$ cat src/rtl/serdesphy_pkg.sv
// Shared types and widths for the SerDes PHY link sequencer.
//   state_e  : FSM state encoding (also the CSR readback code)
//   STATE_W  : width of the state code
//   RETRY_W  : width of the retry counter
package serdesphy_pkg;

  localparam int unsigned STATE_W = 3;
  localparam int unsigned RETRY_W = 3;

  typedef enum logic [STATE_W-1:0] {
    ST_OFF      = 3'd0,
    ST_PLL_WAIT = 3'd1,
    ST_CDR_WAIT = 3'd2,
    ST_PRBS_CHK = 3'd3,
    ST_LINK_UP  = 3'd4,
    ST_RETRY    = 3'd5,
    ST_FAULT    = 3'd6
  } state_e;

  localparam logic [RETRY_W-1:0] RETRY_SAT = '1;

  // Saturating increment of the retry counter.
  function automatic logic [RETRY_W-1:0] retry_inc(input logic [RETRY_W-1:0] cnt);
    return (cnt == RETRY_SAT) ? cnt : cnt + RETRY_W'(1);
  endfunction

endpackage

$ cat src/rtl/serdesphy_lock_filter.sv
// Consecutive-sample debounce for a synchronised lock indicator.
//   clk, rst_n  : reference clock, synchronous active-low reset
//   clr_i       : clear both run counters (state change in the sequencer)
//   in_i        : raw lock indicator
//   locked_c_o  : in_i has been high for N consecutive cycles, this one included
//   lost_c_o    : in_i has been low for N consecutive cycles, this one included
module serdesphy_lock_filter #(
  parameter int unsigned N = 16
) (
  input  logic clk,
  input  logic rst_n,
  input  logic clr_i,
  input  logic in_i,
  output logic locked_c_o,
  output logic lost_c_o
);

  localparam int unsigned CW = $clog2(N + 1);
  localparam logic [CW-1:0] CNT_MAX = CW'(N);
  localparam logic [CW-1:0] CNT_THR = CW'(N - 1);

  logic [CW-1:0] hi_cnt_q, hi_cnt_d;
  logic [CW-1:0] lo_cnt_q, lo_cnt_d;

  // Run-length counters; saturate at N so the qualified level holds.
  always_comb begin
    hi_cnt_d = hi_cnt_q;
    lo_cnt_d = lo_cnt_q;
    if (clr_i) begin
      hi_cnt_d = '0;
      lo_cnt_d = '0;
    end else if (in_i) begin
      lo_cnt_d = '0;
      hi_cnt_d = (hi_cnt_q == CNT_MAX) ? hi_cnt_q : hi_cnt_q + CW'(1);
    end else begin
      hi_cnt_d = '0;
      lo_cnt_d = (lo_cnt_q == CNT_MAX) ? lo_cnt_q : lo_cnt_q + CW'(1);
    end
  end

  always_ff @(posedge clk) begin
    if (!rst_n) begin
      hi_cnt_q <= '0;
      lo_cnt_q <= '0;
    end else begin
      hi_cnt_q <= hi_cnt_d;
      lo_cnt_q <= lo_cnt_d;
    end
  end

  // Current sample completes the run, so the FSM can act in the same cycle.
  assign locked_c_o = in_i  && (hi_cnt_q >= CNT_THR);
  assign lost_c_o   = !in_i && (lo_cnt_q >= CNT_THR);

endmodule

$ cat src/rtl/serdesphy_link_sequencer.sv
// Bring-up / recovery sequencer for the SerDes PHY link (24 MHz reference domain).
// Sequences PLL, TX/RX/CDR enables, PRBS qualification and link-up; retrains on
// loss of lock and latches a fault once the retry budget is exhausted.
//   clk, rst_n          : reference clock, synchronous active-low reset
//   enable, lpbk_req    : CSR link enable (level) and loopback request
//   pll_lock, cdr_lock  : synchronised lock indicators
//   prbs_err            : PRBS checker error pulse
//   pll_en .. fault     : registered Moore decodes of the state
//   state, retry_cnt    : CSR readback of state code and failed attempts
module serdesphy_link_sequencer
  import serdesphy_pkg::*;
#(
  parameter int unsigned PLL_TIMEOUT       = 4096,
  parameter int unsigned CDR_TIMEOUT       = 8192,
  parameter int unsigned PRBS_CHECK_CYCLES = 1024,
  parameter int unsigned LOCK_FILTER       = 16,
  parameter int unsigned MAX_RETRIES       = 3
) (
  input  logic               clk,
  input  logic               rst_n,
  input  logic               enable,
  input  logic               lpbk_req,
  input  logic               pll_lock,
  input  logic               cdr_lock,
  input  logic               prbs_err,
  output logic               pll_en,
  output logic               txrx_en,
  output logic               cdr_en,
  output logic               prbs_en,
  output logic               lpbk_en,
  output logic               link_up,
  output logic               fault,
  output logic [STATE_W-1:0] state,
  output logic [RETRY_W-1:0] retry_cnt
);

  localparam int unsigned TMAX_A = (PLL_TIMEOUT > CDR_TIMEOUT) ? PLL_TIMEOUT : CDR_TIMEOUT;
  localparam int unsigned TMAX   = (TMAX_A > PRBS_CHECK_CYCLES) ? TMAX_A : PRBS_CHECK_CYCLES;
  localparam int unsigned TW     = (TMAX > 1) ? $clog2(TMAX) : 1;

  localparam logic [TW-1:0]      PLL_LAST   = TW'(PLL_TIMEOUT - 1);
  localparam logic [TW-1:0]      CDR_LAST   = TW'(CDR_TIMEOUT - 1);
  localparam logic [TW-1:0]      PRBS_LAST  = TW'(PRBS_CHECK_CYCLES - 1);
  localparam logic [TW-1:0]      RETRY_LAST = TW'(LOCK_FILTER - 1);
  localparam logic [RETRY_W-1:0] RETRY_LIM  = RETRY_W'(MAX_RETRIES);

  state_e             state_q, state_d;
  logic [TW-1:0]      timer_q, timer_d;
  logic [RETRY_W-1:0] retry_q, retry_d;
  logic               lpbk_q, lpbk_d;
  logic               state_chg;

  logic pll_en_q, pll_en_d, txrx_en_q, txrx_en_d, cdr_en_q, cdr_en_d;
  logic prbs_en_q, prbs_en_d, lpbk_en_q, lpbk_en_d;
  logic link_up_q, link_up_d, fault_q, fault_d;

  logic pll_locked, pll_lost_unused;
  logic cdr_locked, cdr_lost;

  assign state_chg = (state_d != state_q);

  serdesphy_lock_filter #(.N(LOCK_FILTER)) u_pll_filt (
    .clk        (clk),
    .rst_n      (rst_n),
    .clr_i      (state_chg),
    .in_i       (pll_lock),
    .locked_c_o (pll_locked),
    .lost_c_o   (pll_lost_unused)
  );

  serdesphy_lock_filter #(.N(LOCK_FILTER)) u_cdr_filt (
    .clk        (clk),
    .rst_n      (rst_n),
    .clr_i      (state_chg),
    .in_i       (cdr_lock),
    .locked_c_o (cdr_locked),
    .lost_c_o   (cdr_lost)
  );

  // Next-state: enable=0 dominates, then lock/error events, then timeouts.
  always_comb begin
    state_d = state_q;
    if (!enable) begin
      state_d = ST_OFF;
    end else begin
      case (state_q)
        ST_OFF:      state_d = ST_PLL_WAIT;
        ST_PLL_WAIT: begin
          if (pll_locked)              state_d = ST_CDR_WAIT;
          else if (timer_q == PLL_LAST) state_d = ST_RETRY;
        end
        ST_CDR_WAIT: begin
          if (cdr_locked)              state_d = ST_PRBS_CHK;
          else if (!pll_lock)          state_d = ST_RETRY;
          else if (timer_q == CDR_LAST) state_d = ST_RETRY;
        end
        ST_PRBS_CHK: begin
          if (prbs_err)                 state_d = ST_RETRY;
          else if (timer_q == PRBS_LAST) state_d = ST_LINK_UP;
        end
        ST_LINK_UP: begin
          if (!pll_lock || cdr_lost) state_d = ST_RETRY;
        end
        ST_RETRY: begin
          // retry_q already holds the count including this attempt.
          if (timer_q == RETRY_LAST)
            state_d = (retry_q >= RETRY_LIM) ? ST_FAULT : ST_PLL_WAIT;
        end
        ST_FAULT:    state_d = ST_FAULT;
        default:     state_d = ST_OFF;
      endcase
    end
  end

  // Timer, retry counter and loopback latch.
  always_comb begin
    timer_d = state_chg ? '0 : ((timer_q == '1) ? timer_q : timer_q + TW'(1));

    retry_d = retry_q;
    if (state_d == ST_OFF || (state_d == ST_LINK_UP && state_q != ST_LINK_UP))
      retry_d = '0;
    else if (state_d == ST_RETRY && state_q != ST_RETRY)
      retry_d = retry_inc(retry_q);

    lpbk_d = lpbk_q;
    if (state_d == ST_CDR_WAIT && state_q != ST_CDR_WAIT)
      lpbk_d = lpbk_req;
  end

  // Output decode from the next state so registered outputs track state_q.
  always_comb begin
    pll_en_d  = state_d inside {ST_PLL_WAIT, ST_CDR_WAIT, ST_PRBS_CHK, ST_LINK_UP};
    txrx_en_d = state_d inside {ST_CDR_WAIT, ST_PRBS_CHK, ST_LINK_UP};
    cdr_en_d  = txrx_en_d;
    prbs_en_d = (state_d == ST_PRBS_CHK);
    lpbk_en_d = txrx_en_d && lpbk_d;
    link_up_d = (state_d == ST_LINK_UP);
    fault_d   = (state_d == ST_FAULT);
  end

  always_ff @(posedge clk) begin
    if (!rst_n) begin
      state_q   <= ST_OFF;
      timer_q   <= '0;
      retry_q   <= '0;
      lpbk_q    <= 1'b0;
      pll_en_q  <= 1'b0;
      txrx_en_q <= 1'b0;
      cdr_en_q  <= 1'b0;
      prbs_en_q <= 1'b0;
      lpbk_en_q <= 1'b0;
      link_up_q <= 1'b0;
      fault_q   <= 1'b0;
    end else begin
      state_q   <= state_d;
      timer_q   <= timer_d;
      retry_q   <= retry_d;
      lpbk_q    <= lpbk_d;
      pll_en_q  <= pll_en_d;
      txrx_en_q <= txrx_en_d;
      cdr_en_q  <= cdr_en_d;
      prbs_en_q <= prbs_en_d;
      lpbk_en_q <= lpbk_en_d;
      link_up_q <= link_up_d;
      fault_q   <= fault_d;
    end
  end

  assign pll_en    = pll_en_q;
  assign txrx_en   = txrx_en_q;
  assign cdr_en    = cdr_en_q;
  assign prbs_en   = prbs_en_q;
  assign lpbk_en   = lpbk_en_q;
  assign link_up   = link_up_q;
  assign fault     = fault_q;
  assign state     = state_q;
  assign retry_cnt = retry_q;

endmodule
$ cat config.mk
export PLATFORM = sky130hd
export DESIGN_NAME = serdesphy_link_sequencer
export DESIGN_NICKNAME = d
export VERILOG_FILES = /design/src/rtl/serdesphy_pkg.sv /design/src/rtl/serdesphy_lock_filter.sv /design/src/rtl/serdesphy_link_sequencer.sv
export SDC_FILE = /design/constraint.sdc
export NUM_CORES = 1
export LEC_CHECK = 0
export CAP_MARGIN = 20
export CORE_MARGIN = 2
export CORE_UTILIZATION = 52
export CTS_CLUSTER_SIZE = 28
export DETAILED_ROUTE_END_ITERATION = 10
export PLACE_DENSITY = 0.8
export SYNTH_ARGS = -nofsm -noshare
export SYNTH_HDL_FRONTEND = slang
export SYNTH_SLANG_ARGS = --single-unit
$ cat constraint.sdc
create_clock -name clk -period 3.6 [get_ports clk]
set_input_delay 1.08 -clock clk [delete_from_list [all_inputs] [get_ports clk]]
set_output_delay 1.08 -clock clk [all_outputs]
set_load 0.02 [all_outputs]
---- Yosys cells after proc, flatten, opt, wreduce, memory -nomap -nowiden ----
Cells that the tools add are included.
storage, ports and cells
  logic and storage cells ................. 84
  memories kept ........................... 0
  input port bits ......................... 7
  ROM bits ................................ 0
  output and inout port bits .............. 13
  flip-flop bits (word level) ............. 41
  RAM bits ................................ 0
  latch bits .............................. 0
cells by class
  mux-type cells .......................... 13
  magnitude comparators ................... 4
  equality and inequality tests ........... 24
  shift-type cells ........................ 0
  reductions and logical operators ........ 21
  bitwise gates (word level) .............. 4
  multipliers ............................. 0
  add/subtract/negate cells ............... 5
  div/mod/pow operators ................... 0
operators with widths
  cell                                                    count
  2-to-1 mux 3 bit                                        11
  equality test 3 bit (second input constant)             7
  one-hot mux 3 bit (7 select lines)                      1
  adder 5 x 1 -> 5 bit (second input constant)            3
  equality test 5 bit (second input constant)             3
  >= comparator 5 x 4 -> 1 bit (second input constant)    3
  adder 13 x 1 -> 13 bit (second input constant)          1
  equality test 13 x 10 -> 1 bit (second input constant)  1
  equality test 13 x 12 -> 1 bit (second input constant)  1
  equality test 13 bit (second input constant)            1
  equality test 13 x 4 -> 1 bit (second input constant)   1
  equality test 3 x 2 -> 1 bit (second input constant)    4
  OR reduction 3 bit                                      3
  logical AND 1 bit                                       7
  equality test 3 x 1 -> 1 bit (second input constant)    2
  logical NOT 3 bit                                       2
  != test 3 bit (second input constant)                   2
  NOT 1 bit                                               4
  nonzero test 4 bit                                      1
  OR reduction 2 bit                                      2
  adder 3 x 1 -> 3 bit (second input constant)            1
  >= comparator 3 x 2 -> 1 bit (second input constant)    1
  != test 3 x 2 -> 1 bit (second input constant)          1
  != test 3 bit                                           1
  5 further kinds                                         7

---- Longest topological paths before layout ----
  depth after elaboration ................. 10
  mapped depth ............................ 13

---- Modules after synthesis ----
From an unflattened synthesis, not the netlist that was laid out.
second synthesis, totals
  cell total of the unflattened synthesis .. 297
  area total of the unflattened synthesis .. 2839.0 um^2
modules (own cells, without submodules)
  module                    times used  cells each  area an instance (um^2)
  serdesphy_link_sequencer  1           167         1465.2
  serdesphy_lock_filter     2           65          686.9

---- Worst setup path before layout ----
Ideal clock, no wire load.
  path kind ............................... reg2reg
  from .................................... reg u_cdr_filt.hi_cnt_q[0]
  to ...................................... reg u_cdr_filt.lo_cnt_q[3]
  cell stages (with the launch flop) ...... 13
  buffers on the path ..................... 1
  period minus slack after synthesis ...... 3.009 ns
  library setup time ...................... 0.088 ns
  data required time ...................... 3.512 ns
  slack ................................... 0.591 ns
  data arrival time ....................... 2.921 ns
  cell sequence ........................... dfxtp_1 ha_1 and3_1 ha_1 or3_1 o221a_2 a31o_1 or4_4 nor2b_4 xnor2_2 nand2_2 buf_2 nor4_2
between the ends
  cells in the longest elaborated chain, start to end .. 7
ends and longest elaborated chain
  what                                 line                            text
  start: declaration                   serdesphy_lock_filter.sv:22     logic [CW-1:0] hi_cnt_q, hi_cnt_d;
  start signal: assignment             serdesphy_lock_filter.sv:46     hi_cnt_q <= hi_cnt_d;
  >= comparator 5 x 4 -> 1 bit         serdesphy_lock_filter.sv:52     assign locked_c_o = in_i && (hi_cnt_q >= CNT_THR);
  logical AND 1 bit                    serdesphy_lock_filter.sv:52
  2-to-1 mux 3 bit                     serdesphy_link_sequencer.sv:93  if (cdr_locked) state_d = ST_PRBS_CHK;
  one-hot mux 3 bit (7 select lines)   serdesphy_link_sequencer.sv:86  case (state_q)
  2-to-1 mux 3 bit                     serdesphy_link_sequencer.sv:83  if (!enable) begin
  != test 3 bit                        serdesphy_link_sequencer.sv:60  assign state_chg = (state_d != state_q);
  OR reduction 3 bit (no source line)  -
  end signal: assignment               serdesphy_lock_filter.sv:47     lo_cnt_q <= lo_cnt_d;
  end: declaration                     serdesphy_lock_filter.sv:23     logic [CW-1:0] lo_cnt_q, lo_cnt_d;
No other way between the ends.
A chain may end at the register's enable or synchronous reset.

---- Final worst setup path ----
  from .................................... in pll_lock
  to ...................................... reg u_cdr_filt.lo_cnt_q[1]
between the ends
  cells in the longest elaborated chain, start to end .. 7
  elaborated cells on any way between the ends .. 11
ends and longest elaborated chain
  what                                     line                             text
  start: declaration                       serdesphy_link_sequencer.sv:23   input logic pll_lock,
  logical NOT 1 bit                        -
  logical OR 1 bit                         serdesphy_link_sequencer.sv:102  if (!pll_lock || cdr_lost) state_d = ST_RETRY;
  2-to-1 mux 3 bit                         serdesphy_link_sequencer.sv:102
  one-hot mux 3 bit (7 select lines) (*)   serdesphy_link_sequencer.sv:86
  2-to-1 mux 3 bit (*)                     serdesphy_link_sequencer.sv:83
  != test 3 bit (*)                        serdesphy_link_sequencer.sv:60
  OR reduction 3 bit (no source line) (*)  -
Mark *: on every way between the ends. The rest lies on a longest branch, timed or not.

==> summary.md <==
| Metric | Value |
|---|---|
| Status | `complete, no violations` |
| DRT antenna net count | `0` |
| Clk_lat worst skew | `about 0.3 ns` |
| Syn Area/Cell | `between 8 and 9 sq um` |
| Congestion Overflow GR | `0` |
| Initial Util | `0.5323` |
| Synth Cell Area | `about 2300 sq um` |
| First-pass GRT wire length | `around 8.9 mm` |
| Power Total | `about 0.85 mW` |
| Synthesized Nets | `between 200 and 300` |
| CP Class | `in -> reg` |
| Clock Skews | `between 0.006 and 0.007 ns` |
| Critical Path Fanout Max | `21` |
| Slew at the pin closest to its max-slew limit | `0.8710 ns` |
| Gate Count Post-Synth | `around 260` |
| Pwr dens | `315.4 nW/um^2` |
| Htree depth | `2` |
| Area leader, netlist | `dfxtp_1` |
| Via count | `between 1500 and 2000` |
| YS warnings | `0` |
| First drt pass iteration count | `4` |
| DR DRC count | `0` |
| Longest Clk Path Bufs | `2` |
| Initial DRC count | `approximately 110` |
| Fin util | `0.6285` |
| RSZ-0062 raised after global routing | `false` |
| DR WL/cell | `approximately 14 um` |
| Setup violators final | `0` |
| Die span in x | `70.07 um` |
| Layout area overhead | `18.08%` |
| Area contributors post-synth | `dfxtp_1 (36%), ha_1 (7.2%), nor3_1 (4.6%), xor2_1 (3.9%), nor2_1 (3.6%)` |
| Final WL | `4.814 mm` |
| R2r setup slk | `between 0.3 and 0.4 ns` |
| Yosys cell types | `53` |
| Minimum clock period | `approximately 3.3 ns` |
| Slew margin rel. | `0.4119` |
| # resized after CTS | `0` |
| CP Data Arrival Time | `3.54 ns` |
| IO Pins | `20` |
| TritonCTS clock tree | `built` |
| Static leakage | `about 0.99 nW` |
| Vias in the first global route | `1935` |
| Most numerous cell in the Yosys netlist | `dfxtp_1` |
| Post-synth ARST share | `0` |
| Reg2reg start | `u_cdr_filt.hi_cnt_q[0]` |
| Element type at the critical path start | `input pin` |
| Min-delay src | `retry_cnt[2]` |
| CP Capture Type | `register` |
| Post-synth top flop | `dfxtp_1` |
| Final Slew Violations | `0` |
| CORE AREA | `about 4300 sq um` |
| Post-DP HPWL | `around 3.4 mm` |
| # hold bufs at CTS | `0` |
| Ant diodes | `0` |
| Die ar. | `between 4000 and 5000 sq um` |
| FP Rows | `24` |
| Post-synth EDFFs | `0` |
| Worst reg2reg endpoint | `u_pll_filt.hi_cnt_q[4]` |
| Root buf cell | `clkbuf_8` |
| Fin crit share | `0.9291` |
| TritonCTS Buffers | `5` |
| Die H | `roughly 70 um` |
| PortBufs | `19` |
| Pin count of the biggest net entering global routing | `26` |
| Max frequency | `0.2990 GHz` |
| Final-report hold violation count | `0` |
| #FFs+latches synth | `41` |
| Hold path cells | `2` |
| Share of cells above drive strength 1 | `0.1134` |
| Clk pin slew, worst setup/hold paths | `around 0.07 ns` |
| Nets@finish | `just over 300` |
| Top cells by count, synth | `dfxtp_1 (41), nor2_1 (22), nor3_1 (21)` |
| Hold/Removal Path Class | `reg -> reg` |
| WHS Endpoint | `retry_cnt[2]` |
| Drt via density | `slightly below 6` |
| Sequential-to-total area share from yosys stat | `0.3616` |
| Initial antenna violation count | `0` |
| Gr usage total | `0.2204` |
| Cells on worst reg2reg path | `12` |
| Postcts setup bufs | `0` |
| Final GP Congestion | `a little under 0.9` |
| Peak VDD IR | `~0.22 mV` |
| Post-synth top area share | `0.3616` |
| Clock Sinks | `41` |
| Worst Path Required | `roughly 3.8 ns` |
| Max Cap Violations | `0` |
[sequential cells by signal, summed over array words and instances (netlist names)]
name,flops
retry_cnt,3
cdr_en,1
fault,1
prbs_en,1
pll_en,1
state,3
lpbk_en,1
u_cdr_filt.lo_cnt_q,5
link_up,1
u_cdr_filt.hi_cnt_q,5
u_pll_filt.hi_cnt_q,5
lpbk_q,1
timer_q,13
[layout make-up]
type	count	area (sq um)
inverters	15	56.30
flip-flops and latches	41	820.8
repair buffers	31	305.3
fillers	371	1584
multi-input cells	197	1346
clock buffers	7	86.33
well taps	52	65.06
[stage by stage]
| step | setup WS (ns) | instance area [sq um] | setup TNS (ns) | hold WS, ns | cells |
|---|---|---|---|---|---|
| final | 0.2552 | 2680 | 0 | 0.5142 | 343 |
| after global routing | 0.02867 | 2680 | 0 | 0.5680 | 343 |
| after CTS | 0.2509 | 2680 | 0 | 0.5186 | 343 |
| after detailed placement | -0.05206 | 2594 | -0.1001 | 0.4990 | 336 |
| after global placement | 0.02417 | 2594 | 0 | 0.4785 | 336 |
| after floorplan | 0.5907 | 2270 | 0 | 0.4563 | 263 |
[cell usage in the layout, fill, tap and decap left out, types with 3 or more instances in the layout]
master and count:
a21oi_1 8, nand2_1 16, dfxtp_1 41, inv_1 15, clkdlybuf4s50_1 19, nor3_1 21
and2_1 4, and3_1 6, nor4_1 13, o211ai_1 3, nand4_1 5, clkbuf_8 6
nand3_1 15, buf_4 10, nor2_1 22, or3_1 3, nor2b_1 3, ha_1 13
o21ai_0 3, xor2_1 10, xnor2_1 9, mux2i_1 4
[routing by layer]
layer	up-vias	routed length [um]	track usage	share of wire
met4	0	106	0.08761	0.022
met1	920	2234	0.2827	0.46
met5	-	0	0	0
met2	42	2302	0.3651	0.48
li1	1006	-	-	-
met3	11	171	0.04185	0.036
[power by group]
part	internal (mW)	leakage (nW)	switching, mW
logic	0.0334	0.619	0.0423
registers	0.458	0.331	0.00636
clock network	0.152	0.0443	0.153
total	0.644	0.995	0.201
[how the worst max path moves through the flow]
stage                      startpoint  cells after the start                      to
2_1_floorplan  u_cdr_filt.hi_cnt_q[0]                     12  u_cdr_filt.lo_cnt_q[3]
3_3_place_gp                 cdr_lock                      9  u_pll_filt.hi_cnt_q[4]
3_5_place_dp                 pll_lock                      9  u_cdr_filt.lo_cnt_q[1]
4_1_cts                      pll_lock                      9  u_cdr_filt.lo_cnt_q[1]
5_1_grt                      pll_lock                      9  u_cdr_filt.lo_cnt_q[4]
6_report                     pll_lock                      9  u_cdr_filt.lo_cnt_q[1]
[logic make-up after synthesis]
kind of cell / after synthesis / synth area share
and+or+nand+nor: 130 / 0.3236
DFF: 41 / 0.3616
AOI/OAI and AO/OA: 30 / 0.09978
buffers and inverters: 25 / 0.04520
xor gates and xnor gates: 20 / 0.08049
adders and majority gates: 13 / 0.07167
muxes: 4 / 0.01764
[worst max-delay path, cell delays in order]
cell and delay [ns]:
clkdlybuf4s50_1 0.47, o21a_1 0.13, a2111oi_0 0.50, a21oi_1 0.07
o311ai_0 0.28, a31oi_1 0.13, o32a_1 0.42, buf_12 0.19
nor4_1 0.27
Note: power is estimated with default switching activity, not from simulation.
